### src/rtl/br_resolve.sv
`timescale 1ns/1ps
`default_nettype none
// ============================================================================
// Module   : br_resolve
// Purpose  : EX-stage branch resolution and 2-bit saturating-counter direction
//            predictor for an RV32I pipeline. ID reads the branch history
//            table (BHT) combinationally and EX trains it. A conditional
//            branch that mispredicts, and every JALR, raises a one-cycle
//            registered redirect/flush carrying the corrected next PC.
// Ports    :
//   clk                  rising-edge clock
//   rst_n                asynchronous active-low reset
//   id_pc_i       [31:0] PC of the instruction in ID (BHT lookup)
//   id_pred_taken_o      predicted direction for id_pc_i (combinational)
//   ex_valid_i           EX holds a real instruction
//   ex_stall_i           EX held this cycle; same instruction next cycle
//   ex_is_br_i           EX instruction is a conditional branch
//   ex_is_jalr_i         EX instruction is a JALR
//   ex_pc_i       [31:0] PC of the EX instruction
//   ex_pred_taken_i      direction predicted in ID for the EX instruction
//   br_en_i              comparator result for the EX branch
//   ex_br_target_i[31:0] pc + imm_b
//   ex_jalr_target_i[31:0] (rs1 + imm_i) & ~1
//   redirect_o           registered; fetch must load redirect_pc_o
//   redirect_pc_o [31:0] registered corrected next PC (held between redirects)
//   flush_o              registered; squash IF/ID and ID/EX (same as redirect)
//   br_count_o    [31:0] number of resolved conditional branches
//   mispred_count_o[31:0] number of mispredicted conditional branches
// Revision : 1.0 - initial release
// ============================================================================
module br_resolve #(
    parameter int         BHT_IDX_W = 6,
    parameter logic [1:0] CTR_INIT  = 2'b01
) (
    input  logic        clk,
    input  logic        rst_n,
    input  logic [31:0] id_pc_i,
    output logic        id_pred_taken_o,
    input  logic        ex_valid_i,
    input  logic        ex_stall_i,
    input  logic        ex_is_br_i,
    input  logic        ex_is_jalr_i,
    input  logic [31:0] ex_pc_i,
    input  logic        ex_pred_taken_i,
    input  logic        br_en_i,
    input  logic [31:0] ex_br_target_i,
    input  logic [31:0] ex_jalr_target_i,
    output logic        redirect_o,
    output logic [31:0] redirect_pc_o,
    output logic        flush_o,
    output logic [31:0] br_count_o,
    output logic [31:0] mispred_count_o
);

    localparam int BHT_ENTRIES = 1 << BHT_IDX_W;

    // RUN: EX is on the correct path. SHADOW: the cycle right after a
    // redirect-causing resolve, when EX holds a wrong-path instruction.
    typedef enum logic [0:0] {
        ST_RUN    = 1'b0,
        ST_SHADOW = 1'b1
    } state_t;

    state_t      state_q;
    logic [1:0]  bht_q [BHT_ENTRIES];
    logic        redirect_q;
    logic [31:0] redirect_pc_q;
    logic [31:0] br_count_q;
    logic [31:0] mispred_count_q;

    logic [BHT_IDX_W-1:0] w_id_idx;
    logic [BHT_IDX_W-1:0] w_ex_idx;
    logic                 w_res;
    logic                 w_jalr;
    logic                 w_br;
    logic                 w_mis;
    logic [1:0]           w_ctr_d;
    logic                 redirect_d;
    logic [31:0]          redirect_pc_d;
    logic                 w_unused;

    // Saturating 2-bit counter step: +1 on taken, -1 on not-taken.
    function automatic logic [1:0] f_ctr_next(input logic [1:0] ctr,
                                              input logic       taken);
        if (taken) begin
            return (ctr == 2'b11) ? ctr : ctr + 2'd1;
        end
        return (ctr == 2'b00) ? ctr : ctr - 2'd1;
    endfunction

    assign w_id_idx = id_pc_i[BHT_IDX_W+1:2];
    assign w_ex_idx = ex_pc_i[BHT_IDX_W+1:2];

    // Only the index bits of the ID PC select an entry.
    assign w_unused = ^{id_pc_i[31:BHT_IDX_W+2], id_pc_i[1:0]};

    // Read before write: a same-entry update from EX becomes visible only
    // after the clock edge.
    assign id_pred_taken_o = bht_q[w_id_idx][1];

    // A stalled instruction is re-presented, so it resolves only in its
    // non-stalled cycle. Nothing resolves in the wrong-path shadow cycle.
    assign w_res  = ex_valid_i & ~ex_stall_i & (state_q == ST_RUN);
    // JALR takes priority if both decode flags are (illegally) set.
    assign w_jalr = w_res & ex_is_jalr_i;
    assign w_br   = w_res & ex_is_br_i & ~ex_is_jalr_i;
    assign w_mis  = br_en_i ^ ex_pred_taken_i;

    assign w_ctr_d = f_ctr_next(bht_q[w_ex_idx], br_en_i);

    always_comb begin
        redirect_d    = 1'b0;
        redirect_pc_d = redirect_pc_q;
        if (w_jalr) begin
            redirect_d    = 1'b1;
            redirect_pc_d = ex_jalr_target_i;
        end else if (w_br && w_mis) begin
            redirect_d    = 1'b1;
            // Fall-through PC wraps naturally in 32 bits.
            redirect_pc_d = br_en_i ? ex_br_target_i : ex_pc_i + 32'd4;
        end
    end

    // Branch history table.
    always_ff @(posedge clk or negedge rst_n) begin
        if (!rst_n) begin
            for (int i = 0; i < BHT_ENTRIES; i++) begin
                bht_q[i] <= CTR_INIT;
            end
        end else if (w_br) begin
            bht_q[w_ex_idx] <= w_ctr_d;
        end
    end

    // Control FSM with registered redirect and statistics.
    always_ff @(posedge clk or negedge rst_n) begin
        if (!rst_n) begin
            state_q         <= ST_RUN;
            redirect_q      <= 1'b0;
            redirect_pc_q   <= 32'd0;
            br_count_q      <= 32'd0;
            mispred_count_q <= 32'd0;
        end else begin
            redirect_q    <= redirect_d;
            redirect_pc_q <= redirect_pc_d;
            if (w_br) begin
                br_count_q      <= br_count_q + 32'd1;
                mispred_count_q <= mispred_count_q + {31'd0, w_mis};
            end
            case (state_q)
                ST_RUN: begin
                    if (redirect_d) begin
                        state_q <= ST_SHADOW;
                    end
                end
                ST_SHADOW: begin
                    state_q <= ST_RUN;
                end
                default: begin
                    state_q <= ST_RUN;
                end
            endcase
        end
    end

    assign redirect_o      = redirect_q;
    assign flush_o         = redirect_q;
    assign redirect_pc_o   = redirect_pc_q;
    assign br_count_o      = br_count_q;
    assign mispred_count_o = mispred_count_q;

endmodule
`default_nettype wire

### config.mk
export PLATFORM = sky130hd
export DESIGN_NAME = br_resolve
export DESIGN_NICKNAME = d
export VERILOG_FILES = /design/src/rtl/br_resolve.sv
export SDC_FILE = /design/constraint.sdc
export NUM_CORES = 1
export LEC_CHECK = 0
export ABC_AREA = 1
export CORE_MARGIN = 4
export CORE_UTILIZATION = 40
export DETAILED_ROUTE_END_ITERATION = 10
export PLACE_DENSITY = 0.74
export SYNTH_ARGS = -nofsm -noshare
export SYNTH_HDL_FRONTEND = slang
export SYNTH_SLANG_ARGS = --single-unit
### constraint.sdc
create_clock -name clk -period 2.6 [get_ports clk]
set_input_delay 0.26 -clock clk [delete_from_list [all_inputs] [get_ports clk]]
set_output_delay 0.26 -clock clk [all_outputs]
set_load 0.01 [all_outputs]
* Yosys cells after proc, flatten, opt, wreduce, memory -nomap -nowiden *
Cells that the tools add are included.

word-level totals
  ROM bits = 0
  register bits = 226
  bits in latches = 0
  memory bits (writable) = 0
  memories kept = 0
  bits of input ports = 136

operators by class
  $add $sub $neg = 5
  $lt $le $gt $ge = 3
  divide/modulo/power cells = 0
  eq/ne operators = 1
  muxes and demuxes = 21
  reductions and logical operators = 4
  shifts and indexed selects = 0
  $mul = 0
  bitwise logic cells = 11

operators by type and width
  kind                     count
  $bwmux W128              1
  $mux W32                 3
  $add A32 B1 Y32          1
  $add A32 B1 Y32 const B  1
  $add A32 B3 Y32 const B  1
  $bmux W2 S6              2
  $mux W2                  9
  $ge A7 B7 Y1 const B     2
  $not A6 Y7               2
  $demux W2 S6             1
  $lt A7 B1 Y1 const B     1
  $and A1 B1 Y1            5
  $mux W1                  4
  $not A1 Y1               3
  $add A2 B1 Y2 const B    1
  $eq A2 B2 Y1 const B     1
  $logic_and A1 B1 Y1      2
  $logic_not A2 Y1         1
  $pmux W1 S2              1
  $reduce_bool A2 Y1       1
  $sub A2 B1 Y2 const B    1
  $xor A1 B1 Y1            1

* Longest topological paths before layout *
  word-level depth = 10
  gate-level depth with buffers = 19
  depth with buffers taken out = 16

* Least setup slack after synthesis *
OpenSTA, ideal clock, no wires.

  path type = input-to-reg
  from = input port br_en_i
  to = register mispred_count_q[26] (netlist: mispred_count_o[26])
  data arrival time = 2.046 ns
  stages = 13
  path buffers = 1
  data required time = 2.479 ns
  setup time = 0.121 ns
  slack = 0.434 ns
  cell sequence = buf_2 xor2_1 ha_1 ha_1 nand3_1 inv_1 nand2_1 nor2_1 nand3_1 nor3_1 nand2_1 o21ai_1 nand2_1

between the ends
  longest elaborated chain between the ends = 2

RTL lines
  item                  RTL line  text
  start, declared       45        input logic br_en_i,
  $xor A1 B1 Y1         107       assign w_mis = br_en_i ^ ex_pred_taken_i;
  $add A32 B1 Y32       148       mispred_count_q <= mispred_count_q + {31'd0, w_mis};
  end signal, assigned  148
  end, declared         69        logic [31:0] mispred_count_q;

No other way between the ends.
A chain may end at the register's enable or synchronous reset.

* Worst setup path after layout *
  from = register bht_q[45] (netlist name)
  to = output port id_pred_taken_o

between the ends
  longest elaborated chain between the ends = 3

RTL lines
  item                                        RTL line  text
  start, declared                             65        logic [1:0] bht_q [BHT_ENTRIES];
  start signal, assigned by index             131       bht_q[w_ex_idx] <= w_ctr_d;
  $bmux W2 S6                                 99        assign id_pred_taken_o = bht_q[w_id_idx][1];
  $mux W2 (implied by the code) (2 in a row)  99
  end, declared                               38        output logic id_pred_taken_o,

No other way between the ends. The select of a mux whose other input is x is not followed.

==> impl_metrics.tcl <==
set metrics [dict create \
    ir_drop_v 0.000442 \
    min_period_over_period 0.936 \
    cts_tree "done" \
    clkLatencyLatePin_ps 540 \
    power_leakage_nw 8.08 \
    cts_max_level 1 \
    synthesis.area_per_instance_um2 6.96 \
    rsz_0062_raised_after_global_routing "false" \
    drt_wl_total_mm 43.2 \
    clock_tree.root_cell "sky130_fd_sc_hd__clkbuf_16" \
    synth.yosys.warnings 0 \
    initial_utilization 0.408 \
    crit_start "bht_q[45]$_DFFE_PN0P_" \
    worst_slew_margin_rel 0.641 \
    detailedPlacementHpwl_mm 31.4 \
    worst-endpoint-required_ps 2340 \
    synth.ff_latch_count 226 \
    timing.critical_path.from_type "flop" \
    report.final.setup_viol 0 \
    num_vias 13600 \
    netlist-cell-type-count 42 \
    run_status "completed" \
    synth.cell_area_mm2 0.0133 \
    max_cap_violations 0 \
    vias_per_cell 5.21 \
    first_global_vias 13100 \
    portion_of_the_post_synthesis_area_used_by_sequential_elements 0.430 \
    core_area_mm2 0.0327 \
    dieArea_mm2 0.0363 \
    synthCells 1917 \
    timing_worst_setup_path_type "flop to output port" \
    critical_path_peak_fanout 2 \
    remaining_drc_errors 0 \
    post_synth_main_area_contributors "sky130_fd_sc_hd__dfrtp_1 30%, sky130_fd_sc_hd__nand2_1 21%, sky130_fd_sc_hd__dfstp_2 13%, sky130_fd_sc_hd__inv_1 5.6%, sky130_fd_sc_hd__nor2_1 5.3%" \
    post-route-min-period_ps 2430 \
    drt-pass1-iter-count 5 \
    antenna_violating_nets_post_route 0 \
    worst_endpoint_data_arrival_time_ps 2170 \
    grt_pass1_wl_mm 68.6 \
    gr-usage-all-layers 0.230 \
    synth_top_flop_cell "sky130_fd_sc_hd__dfrtp_1" \
    pin_count_of_the_biggest_net_entering_global_routing 80 \
    cts.sinks 226 \
    clock_tree.buffer_depth 3 \
    nets 2284 \
    finalHoldWorstSlack_ps 253 \
    synth_enable_flop_cells 0 \
    timing.reg2reg.worst_path_depth 10 \
    clk_pin_slew_worst_paths_ps 60 \
    clock-skew-final_ps 13.4 \
    worstMarginPinSlew_ps 539 \
    boundaryPins 235 \
    cts-buffers-inserted 25 \
    antenna_found_initial 0 \
    global_route.overflow_total 0 \
    die_height_um 191 \
    timing.rr.end "redirect_pc_o[28]$_DFFE_PN0P_" \
    mappedNetlistNets 2057 \
    worst_r2r_startpoint "state_q$_DFF_PN0_" \
    fraction_of_layout_cells_with_a_size_suffix_above_1 0.0869 \
    endpoint_kind "output port" \
    synth_top_cell_by_area "sky130_fd_sc_hd__dfrtp_1" \
    fillerInstances 3178 \
    routedWlPerCell_um 16.6 \
    power-per-cell-area_mw_per_mm2 528 \
    synthMostInstantiatedCell "sky130_fd_sc_hd__nand2_1" \
    die_width_um 191 \
    gp_congestion 0.917 \
    number_of_core_rows 66 \
    proportion_of_synthesized_flip_flops_having_asynchronous_set_or_reset 1.00 \
    total_count_of_max_transition_violations_in_the_final_report 0 \
    fin_setup_tns_ps 0 \
    antenna_cells 0 \
    numPortBuffers 208 \
    p_total_mw 9.02 \
    drt_first_iter_violations 1199 \
    yosys.area.top_type_share 0.304 \
    hold_path.class "input port to async pin" \
    fmax_mhz 411 \
    r2r_setup_slack_ps 430 \
    ys_top_cells_by_count "748 x sky130_fd_sc_hd__nand2_1, 199 x sky130_fd_sc_hd__inv_1, 189 x sky130_fd_sc_hd__nor2_1" \
    timing.final.hold_violations 0 \
    areaGrowthSynthToFinish_pct 28.0 \
]
-- area by class of cell --
type / count / area [um2] / area share
tap: 442 / 553 / 0.0324
clock inverter: 8 / 71.3 / 0.00418
sequential: 226 / 5740 / 0.336
inverter: 207 / 777 / 0.0455
timing repair buffer: 271 / 2760 / 0.162
clock buffer: 38 / 714 / 0.0418
multi-input combinational: 1413 / 6460 / 0.379
-- layer usage --
| layer | vias up | share of wire | track usage |
|---|---|---|---|
| met5 | - | 0 | 0 |
| met4 | 0 | 0.020 | 0.0525 |
| met3 | 73 | 0.095 | 0.0467 |
| met2 | 593 | 0.46 | 0.380 |
| met1 | 6442 | 0.42 | 0.313 |
| li1 | 6475 | - | - |
-- worst max path at each step --
stage,to,depth (start not counted)
finish,id_pred_taken_o,9
global route,id_pred_taken_o,7
CTS,id_pred_taken_o,9
detailed placement,bht_q[54]$_DFFE_PN1P_,15
global placement,bht_q[20]$_DFFE_PN1P_,15
floorplan,mispred_count_o[26]$_DFFE_PN0P_,13
-- worst max-delay path, cell delays in order, from the launching register on --
cell and delay (ps):
sky130_fd_sc_hd__dfrtp_1 400, sky130_fd_sc_hd__inv_1 90, sky130_fd_sc_hd__a21oi_1 60, sky130_fd_sc_hd__o21ai_1 160, sky130_fd_sc_hd__o21ai_0 150, sky130_fd_sc_hd__o211ai_1 210, sky130_fd_sc_hd__nand3_1 100, sky130_fd_sc_hd__nand3_1 90
sky130_fd_sc_hd__nand2_1 90, sky130_fd_sc_hd__dlygate4sd2_1 300
-- kinds of logic (layout without fill, tap and decap cells) --
family | Yosys count | in the layout | share of synthesized area
simple gates | 1174 | 1174 | 0.362
buf+inv | 278 | 524 | 0.0861
flops | 226 | 226 | 0.430
compound gates | 162 | 162 | 0.0706
xor+xnor | 73 | 73 | 0.0479
fa+ha+maj | 4 | 4 | 0.00375
-- registers in the layout, summed over array words and instances (netlist names) --
| name | cells |
|---|---|
| bht_q | 128 |
| flush_o | 1 |
| redirect_pc_o | 32 |
| mispred_count_o | 32 |
| br_count_o | 32 |
| state_q | 1 |
-- cells in the final DEF (no fill, tap or decap), types with 16 or more instances in the layout --
cell type                         instances
sky130_fd_sc_hd__nor3_1                  34
sky130_fd_sc_hd__a21oi_1                 26
sky130_fd_sc_hd__inv_1                  199
sky130_fd_sc_hd__o211ai_1                37
sky130_fd_sc_hd__xnor2_1                 24
sky130_fd_sc_hd__dfrtp_1                162
sky130_fd_sc_hd__dfstp_2                 64
sky130_fd_sc_hd__nor2_1                 188
sky130_fd_sc_hd__nand4_1                 28
sky130_fd_sc_hd__o21ai_0                 74
sky130_fd_sc_hd__nand3_1                131
sky130_fd_sc_hd__buf_4                   45
sky130_fd_sc_hd__nand2_1                748
sky130_fd_sc_hd__clkbuf_16               25
sky130_fd_sc_hd__buf_12                  16
sky130_fd_sc_hd__xor2_1                  49
sky130_fd_sc_hd__clkdlybuf4s50_1        204
-- per-stage QoR --
step / std cells / instance area [um2] / worst slack (ps) / util
2_1_floorplan: 1917 / 13300 / 434 / -
4_1_cts: 2605 / 17100 / 198 / 0.522
5_1_grt: 2605 / 17100 / 49.5 / 0.522
3_3_place_gp: 2558 / 16300 / -67.0 / 0.498
6_report: 2605 / 17100 / 167 / 0.522
3_5_place_dp: 2558 / 16300 / -115 / 0.498
-- power by group --
group | internal [mW] | switching (mW) | leakage, nW
logic | 0.766 | 0.887 | 4.90
registers | 3.75 | 0.170 | 2.80
clock network | 1.99 | 1.45 | 0.386
-- repair_timing --
action,4_1_cts,5_1_grt
setup endpoints to repair,1,0
hold buffers,1,0
hold endpoints to repair,51,0
setup buffers,0,0
resized for setup,5,0
(Power assumes the default switching activity.)
==> patch, RTL diff (same flow settings) <==
Reset style: synchronous (`rst_n`), changed in 2 clocked blocks. Comments in the files are not updated.
--- a/src/rtl/br_resolve.sv
+++ b/src/rtl/br_resolve.sv
@@ -122,7 +122,7 @@
     end
 
     // Branch history table.
-    always_ff @(posedge clk or negedge rst_n) begin
+    always_ff @(posedge clk) begin
         if (!rst_n) begin
             for (int i = 0; i < BHT_ENTRIES; i++) begin
                 bht_q[i] <= CTR_INIT;
@@ -133,7 +133,7 @@
     end
 
     // Control FSM with registered redirect and statistics.
-    always_ff @(posedge clk or negedge rst_n) begin
+    always_ff @(posedge clk) begin
         if (!rst_n) begin
             state_q         <= ST_RUN;
             redirect_q      <= 1'b0;
Function: differs if rst_n is asserted again (counterexample within 4 cycles, from zero or initial values and one cycle with rst_n low); with rst_n held inactive, the same outputs for 4 cycles.
==> patch against the original RTL <==
Sequential power down 1%. Worst setup slack improved by 0.18 ns. Routed wire length grew 5.7%. Area after synthesis increased by 2.8%. Total power shrank 0.63%. Final area is 3.3% higher. Sequential cell count unchanged. Register-to-register slack improved by 0.05 ns. Largest power group unchanged.
==> patch: results (changes against the original RTL) <==
top cells by area, synth=edfxtp_1 28%, nand2_1 18%, dfxtp_1 14%; most instantiated cells after synthesis=665 x nand2_1, 299 x nor2_1, 199 x inv_1; vias per std cell=5.30 (+1.6%); critical path arrival=1.99 ns (-0.18 ns); die area=37,300 um^2 (+2.6%); Worst R2R End=br_count_o[15]; status=finished clean; Reg2Reg Depth=9 (-1); Post-DP HPWL=33,000 um (+5.0%); CP max-delay cell=edfxtp_1; synth unique cells=41 (-2.4%); largest net degree at the start of global routing=94 (+18%); #MultiIn Comb=1,465 (+3.7%); Final Skew=0.0138 ns (+0.000369 ns); R2R setup slack=0.48 ns (+0.05 ns); Period Utilization, post-route=86.5% (-7.1 points); CP Launch Point=bht_q[2][1]; tightest hold margin=0.317 ns (+0.0642 ns); Non-CTS buffers=302 (+11%); Non-clk invs=204 (-1.4%); GR Util met1=32.9% (+1.6 points); Reg2Reg Launch Point=br_count_o[0]; top_reg_cell synth=edfxtp_1; pwr/cell area=508 nW/um^2 (-3.8%); clock buffer count=42 (+11%); GR Util met3=4.03% (-0.64 points); antenna violations before repair=1 (+1); DRT iter0 DRCs=1,261 (+5.2%); # diodes=3 (+3); FILL cells=3,174 (-0.13%); Final #Nets=2,366 (+3.6%); Clk network pwr share=42.9% (+4.7 points); met3 WL post-DR=4070 um (-0.29%); multi-input combinational area share=37.5% (-0.36 points); placed insts=2,645 (+3.4%); Hold Path Class=in2reg; Syn Inst Count=1,991 (+3.9%); non-clk buf share=16.9% (+0.72 points); met2 WL post-DR=21,200 um (+6.2%); Mapped Nets=2,131 (+3.6%); VDD IR-drop max=0.433 mV (-2.0%); DP Area=16,700 um^2 (+2.7%); final instance area=17,600 um^2 (+3.3%); GRT Overall Usage=23.8% (+0.83 points); share of cells above drive strength 1=7.12% (-1.6 points)
[patch: cell count changes in the layout (fill, tap and decap cells not counted), sizes merged, moves of 46 or more]
cell | before | now
nand2 | 752 | 667
dfxtp | 0 | 98
nor2 | 196 | 306
edfxtp | 0 | 128
dfrtp | 162 | 0
dfstp | 64 | 0
a21oi | 26 | 72
[patch: cell families (layout without fill, tap and decap cells)]
| group | Yosys count | after routing | synth area share [%] |
|---|---|---|---|
| AOI/OAI and AO/OA | 224 | 224 | 9.49 |
| xor gates and xnor gates | 40 | 40 | 2.56 |
| adders and majority gates | 4 | 4 | 0.365 |
| buffers and inverters | 300 | 555 | 9.43 |
| DFF | 226 | 226 | 42.4 |
| other | 0 | 3 | 0 |
| and+or+nand+nor | 1197 | 1197 | 35.8 |
[patch: repair_timing]
item                                    CTS  global route
hold buffers                              0             0
cloned                                    0             0
endpoints found under the setup margin    1             1
pin swaps                                 1             1
buffers inserted                          0             0
gates resized for setup                   3             5
